## config.mk

```make
export PLATFORM = sky130hd
export DESIGN_NAME = pc_unit
export DESIGN_NICKNAME = d
export VERILOG_FILES = /design/src/rtl/pc_unit.sv
export SDC_FILE = /design/constraint.sdc
export NUM_CORES = 1
export LEC_CHECK = 0
export BUFFER_PORTS_ARGS = -buffer_cell sky130_fd_sc_hd__buf_4
export CORE_MARGIN = 5
export CORE_UTILIZATION = 50
export CTS_BUF_LIST = sky130_fd_sc_hd__clkbuf_8
export DETAILED_ROUTE_END_ITERATION = 6
export GPL_TIMING_DRIVEN = 0
export PLACE_DENSITY = 0.87
export SLEW_MARGIN = 20
export SYNTH_ARGS = -nofsm -noshare
export SYNTH_HDL_FRONTEND = slang
export SYNTH_SLANG_ARGS = --single-unit
```

## constraint.sdc

```tcl
create_clock -name clk -period 6.3 [get_ports clk]
set_clock_uncertainty 0.15 [all_clocks]
set_input_delay 0.945 -clock clk [delete_from_list [all_inputs] [get_ports clk]]
set_output_delay 0.945 -clock clk [all_outputs]
set_load 0.02 [all_outputs]
```

## src/rtl/pc_unit.sv

```systemverilog
`default_nettype none
// ============================================================================
//  Module      : pc_unit
//  Description : Program-counter unit. Holds the architectural PC and selects
//                the next PC each cycle: sequential (+4, or +2 for compressed
//                instructions), jump target, branch target or trap vector.
//                Also provides stall, a one-cycle redirect bubble, target
//                misalignment detection, exception PC capture and a
//                retired-instruction counter.
//  Ports       : clk, rst                 - clock, synchronous active-high reset
//                stall                    - hold PC, no retire
//                inst_is_c                - current instruction is 16-bit
//                br_taken / br_target     - resolved taken branch + target
//                jmp / jmp_target         - unconditional jump + target
//                trap                     - trap request
//                pc / pc_plus             - fetch address / link value
//                pc_valid                 - pc is a valid fetch address
//                misalign                 - one-cycle misaligned-redirect pulse
//                epc                      - PC of trapping instruction
//                instret                  - retired-instruction count
//  Revision    : 1.0 - initial release
// ============================================================================
module pc_unit #(
   parameter int                   XLEN         = 32,
   parameter logic [XLEN-1:0]      RESET_VECTOR = 32'h0000_0000,
   parameter logic [XLEN-1:0]      TRAP_VECTOR  = 32'h0000_0100,
   parameter int                   C_EXT        = 0,
   parameter int                   CNT_W        = 32
) (
   input  logic             clk,
   input  logic             rst,
   input  logic             stall,
   input  logic             inst_is_c,
   input  logic             br_taken,
   input  logic [XLEN-1:0]  br_target,
   input  logic             jmp,
   input  logic [XLEN-1:0]  jmp_target,
   input  logic             trap,
   output logic [XLEN-1:0]  pc,
   output logic [XLEN-1:0]  pc_plus,
   output logic             pc_valid,
   output logic             misalign,
   output logic [XLEN-1:0]  epc,
   output logic [CNT_W-1:0] instret
);

   typedef enum logic [1:0] {
      ST_BOOT  = 2'd0,
      ST_RUN   = 2'd1,
      ST_FLUSH = 2'd2
   } state_t;

   state_t            state_q,    state_d;
   logic [XLEN-1:0]   pc_q,       pc_d;
   logic [XLEN-1:0]   epc_q,      epc_d;
   logic [CNT_W-1:0]  instret_q,  instret_d;
   logic              misalign_q, misalign_d;

   logic [XLEN-1:0]   w_inc;
   logic [XLEN-1:0]   w_target;
   logic              w_target_bad;

   // Compressed increment only exists when the C extension is built in.
   assign w_inc    = ((C_EXT != 0) && inst_is_c) ? XLEN'(2) : XLEN'(4);
   assign pc_plus  = pc_q + w_inc;

   // Jump outranks branch when both are presented in the same cycle.
   assign w_target = jmp ? jmp_target : br_target;

   // Halfword alignment suffices with compressed support, word otherwise.
   assign w_target_bad = (C_EXT != 0) ? w_target[0] : (|w_target[1:0]);

   always_comb begin
      state_d    = state_q;
      pc_d       = pc_q;
      epc_d      = epc_q;
      instret_d  = instret_q;
      misalign_d = 1'b0;
      case (state_q)
         ST_BOOT: begin
            state_d = ST_RUN;
         end
         ST_RUN: begin
            if (trap) begin
               pc_d    = TRAP_VECTOR;
               epc_d   = pc_q;
               state_d = ST_FLUSH;
            end else if (!stall) begin
               if (jmp || br_taken) begin
                  state_d = ST_FLUSH;
                  if (w_target_bad) begin
                     // Redirect to a misaligned target becomes a trap and
                     // the redirecting instruction does not retire.
                     pc_d       = TRAP_VECTOR;
                     epc_d      = pc_q;
                     misalign_d = 1'b1;
                  end else begin
                     pc_d      = w_target;
                     instret_d = instret_q + CNT_W'(1);
                  end
               end else begin
                  pc_d      = pc_plus;
                  instret_d = instret_q + CNT_W'(1);
               end
            end
         end
         ST_FLUSH: begin
            // Bubble after any redirect: everything, including trap, ignored.
            state_d = ST_RUN;
         end
         default: begin
            state_d = ST_BOOT;
         end
      endcase
   end

   always_ff @(posedge clk) begin
      if (rst) begin
         state_q    <= ST_BOOT;
         pc_q       <= RESET_VECTOR;
         epc_q      <= '0;
         instret_q  <= '0;
         misalign_q <= 1'b0;
      end else begin
         state_q    <= state_d;
         pc_q       <= pc_d;
         epc_q      <= epc_d;
         instret_q  <= instret_d;
         misalign_q <= misalign_d;
      end
   end

   assign pc       = pc_q;
   assign pc_valid = (state_q == ST_RUN);
   assign misalign = misalign_q;
   assign epc      = epc_q;
   assign instret  = instret_q;

endmodule
`default_nettype wire

```

# [Word-level counts from Yosys, hierarchy flattened]
# Cells that the tools add are included.
[totals] reg_bits=99 latchBits=0 mem_bits_rw=0 mem_bits_ro=0 inputBits=71 output_inout_bits=130 elab_cells=44 memories=0
[classes] n_addsub=2 multipliers=0 div=0 n_lt_le_gt_ge=0 n_eq_ne=6 shifts=0 mux=16 n_bitwise=4 n_reduce_logical=11
[ops] operator="2-to-1 mux 32 bit" count=11
[ops] operator="adder 32 x 1 -> 32 bit (second input constant)" count=1
[ops] operator="adder 32 x 3 -> 32 bit (second input constant)" count=1
[ops] operator="AND reduction 4 bit" count=2
[ops] operator="2-to-1 mux 2 bit" count=3
[ops] operator="OR reduction 5 bit" count=1
[ops] operator="inverter 1 bit" count=4
[ops] operator="one-hot mux 2 bit (2 select lines)" count=1
[ops] operator="AND reduction 2 bit" count=2
[ops] operator="nonzero test 2 bit" count=2
[ops] operator="OR reduction 2 bit" count=2
[ops] operator="inequality test 3 x 2 -> 1 bit (second input constant)" count=1
[ops] operator="inequality test 3 bit (second input constant)" count=1
[ops] operator="== test 2 x 1 -> 1 bit (second input constant)" count=1
[ops] operator="== test 2 bit (second input constant)" count=1
[ops] operator="zero test 2 bit" count=1
[ops] operator="inequality test 2 x 1 -> 1 bit (second input constant)" count=1
[ops] operator="inequality test 2 bit (second input constant)" count=1
[ops] operator="logical OR 1 bit" count=1
[ops] operator="2-to-1 mux 1 bit" count=1

# [Longest topological paths before layout]
[logic_depth] depth_word=6 ltp_mapped=8 depth_no_buf=6

# [Worst setup path before layout]
# Ideal clock, no wire load.
[synth_timing] path_type="reg-to-output" from="register pc_q[11] (netlist: pc[11])" to="output pc_plus[23]" arrival_time_ns=2.222 t_required_ns=5.205 setup_slack_ns=2.983 stages_incl_launch_ff=7 path_buffers=2 cell_sequence="dfxtp_1 clkbuf_1 nand4_1 or4_1 buf_2 nor3_1 xor2_1"
[synth_via] elab_chain_len=1
[synth_lines] element="start, declared" line="54" text="logic [XLEN-1:0] pc_q, pc_d;"
[synth_lines] element="start signal, assigned" line="126" text="pc_q <= pc_d;"
[synth_lines] element="adder 32 x 3 -> 32 bit" line="65" text="assign pc_plus = pc_q + w_inc;"
[synth_lines] element="end, declared" line="40" text="output logic [XLEN-1:0] pc_plus,"
# Every way passes these cells.

# [Final worst setup path]
# Ends and elaborated chain as after synthesis.

==> results.sh <==
export IMPL_run_status="finished, final reports clean"
export IMPL_grt_pass1_vias=5359
export IMPL_core_rowCount=37
export IMPL_clock_path_buffers=2
export IMPL_final_cell_mix="buf_4 (199), nand2_1 (101), dfxtp_1 (99)"
export IMPL_critPathMaxStageDelay_ns=0.63
export IMPL_power_leakage_nw=2.897
export IMPL_antenna_found_initial=0
export IMPL_busiest_layer="met2"
export IMPL_detail_route_antenna_nets=0
export IMPL_cts_repair_resized=0
export IMPL_dp_hpwl_um=13680
export IMPL_gp_congestion=0.9299
export IMPL_grt_max_degree=20
export IMPL_clkTransAtPathRegs_ns=0.11
export IMPL_ys_ff_latch=99
export IMPL_syn_to_final_growth_pct=35.42
export IMPL_cts_buffers=9
export IMPL_holdCritPathClass="reg2reg"
export IMPL_rsz0062_at_grt="no"
export IMPL_cp_end_kind="output pin"
export IMPL_crit_path_max_fanout=10
export IMPL_clock_sinks=99
export IMPL_fill_cells=882
export IMPL_cts_setup_buffers=0
export IMPL_overflow=0
export IMPL_drt_pass1_iter_count=5
export IMPL_dieHeight_um=111.8
export IMPL_synthCells=667
export IMPL_cap_violations=0
export IMPL_first_iter_violations=397
export IMPL_clk_latency_ns=0.37
export IMPL_dp_cells=999
export IMPL_place_ws_ns=2.845
export IMPL_syn_nets=740
export IMPL_grt_pass1_wl_um=27990
export IMPL_ys_async_sr_fraction_pct=0
export IMPL_wl_per_cell_um=17.70
export IMPL_cts_root_buf="clkbuf_8"
export IMPL_syn_area_um2=5185
export IMPL_arrival_ns=2.82
export IMPL_grt_util_met2_pct=45.80
export IMPL_synth_avg_cell_area_um2=7.774
export IMPL_layout_drive_gt1_share_pct=26.05
export IMPL_h_tree_depth=3
export IMPL_coreArea_um2=10230
export IMPL_p_per_area_nw_per_um2=169.2
export IMPL_fp_dieW_um=111.8
export IMPL_worst_slew_pin_slew_ns=1.089
export IMPL_yosysSeqAreaShare_pct=38.22
export IMPL_synthFlopType="dfxtp_1"
export IMPL_yosysWarnings=0
export IMPL_slew_headroom_pct=27.22
export IMPL_nNetsFinal=947
export IMPL_worstPathCellList="clkbuf_1 -> nand4_1 -> or4_1 -> buf_2 -> nor3_1 -> xor2_1 -> buf_4"
export IMPL_critPathRequiredTime_ns=5.20
export IMPL_synth_edf_count=0
export IMPL_start_util_pct=50.68
export IMPL_grtUsageTotal_pct=27.32
export IMPL_fin_tns_setup_ns=0
export IMPL_port_buffers=196
export IMPL_fin_crit_sh_pct=62.08
export IMPL_post_route_min_period_ns=3.911
export IMPL_crit_slowest_cell="or4_1"
export IMPL_finalNonFillerCells=1015
export IMPL_path_class="reg2out"
export IMPL_avgViaCountPerCell=5.744
export IMPL_n_antenna_cell=0
export IMPL_vdd_ir_drop_worst_v=0.0001101
export IMPL_postCtsHoldBufs=0
export IMPL_grtUsageMet1_pct=34.44
export IMPL_drcViolationCount=0
export IMPL_dieArea_um2=12510
export IMPL_vias=5830
export IMPL_hold_viol_final=0
export IMPL_slew_violations=0
export IMPL_synth_cell_types=48
export IMPL_layout_commonest_cell="buf_4"
export IMPL_fin_ws_ns=2.389
export IMPL_setup_violations=0
export IMPL_grt_use_met3_pct=7.880
export IMPL_cts_tree="built"
export IMPL_ioPinCount=201
export IMPL_cp_start_kind="register"
export IMPL_drt_total_wl_um=17960
export IMPL_max_freq_mhz=255.7
[Yosys cell counts (11+ instances only)]
cell	number	area share, %
a21oi_1	67	6.5
a22o_1	17	2.9
a22oi_1	21	3.0
clkbuf_1	38	2.8
dfxtp_1	99	38
inv_1	11	0.80
nand2_1	101	7.3
nand3_1	13	1.3
nand4_1	33	4.0
nor2_1	56	4.1
nor3_1	11	1.1
o21ai_0	25	2.4
or3_1	12	1.4
xnor2_1	17	2.9
xor2_1	34	5.7
[flip-flops by register name (all words and copies together), names as in the netlist]
signal / count
instret: 32
misalign: 1
pc: 32
epc: 32
state_q: 2
[per-layer routing]
metal | part of all wire (%) | wire length (µm)
met3 | 11 | 1996
met2 | 46 | 8309
met4 | 2.2 | 403
met1 | 40 | 7253
met5 | 0 | 0
[metrics by stage]
stage / instance area (µm²) / util [%] / power [mW] / hold WS [ns]
floorplan: 5185 / - / 0.7199 / 0.2767
global placement: 6827 / 66.72 / 0.7908 / 0.2930
detailed placement: 6827 / 66.72 / 0.7919 / 0.2978
CTS: 7022 / 68.63 / 1.191 / 0.3126
global route: 7022 / 68.63 / 1.232 / 0.3268
finish: 7022 / 68.63 / 1.188 / 0.3134
[cell families after synthesis]
group,share of synthesized area [%]
AO/OA/AOI/OAI,20.61
XOR/XNOR,8.615
adder cells (fa/ha/maj),0.4825
buffers and inverters,5.381
flip-flops,38.22
multiplexers,0.7722
AND/OR/NAND/NOR,25.92
[report_power, final]
| part | leakage (nW) | internal [mW] | switching [mW] | total (mW) |
|---|---|---|---|---|
| logic | 2.01 | 0.0588 | 0.0868 | 0.146 |
| registers | 0.798 | 0.629 | 0.00457 | 0.634 |
| clock network | 0.0926 | 0.155 | 0.254 | 0.409 |
[worst max-delay path, delay by kind of cell (launching register included)]
family	cells	cell delay (ns)
flip-flops	1	0.37
buffers and inverters	3	0.68
AND/OR/NAND/NOR	3	1.12
XOR/XNOR	1	0.27
[path summary, 6_finish.rpt]
check / startpoint / endpoint / slack [ns] / depth (start not counted)
max reg2reg: pc[15]$_SDFFE_PP0P_ / pc[22]$_SDFFE_PP0P_ / 3.52 / 6
min reg2reg: epc[2]$_SDFFE_PP0P_ / epc[2]$_SDFFE_PP0P_ / 0.31 / 2
min: epc[2]$_SDFFE_PP0P_ / epc[2]$_SDFFE_PP0P_ / 0.31 / 2
max: pc[11]$_SDFFE_PP0P_ / pc_plus[23] / 2.39 / 7
[layout make-up]
cell class	instances	area [µm²]	share of cell area, %
buffer	58	237.7	3.386
clock buffer	9	123.9	1.764
clock inverter	7	71.32	1.016
inverter	11	41.29	0.5880
multi-input combinational	499	2924	41.64
sequential	99	1982	28.23
tap	136	170.2	2.423
timing repair buffer	196	1471	20.96
Note: power is estimated with default switching activity, not from simulation.
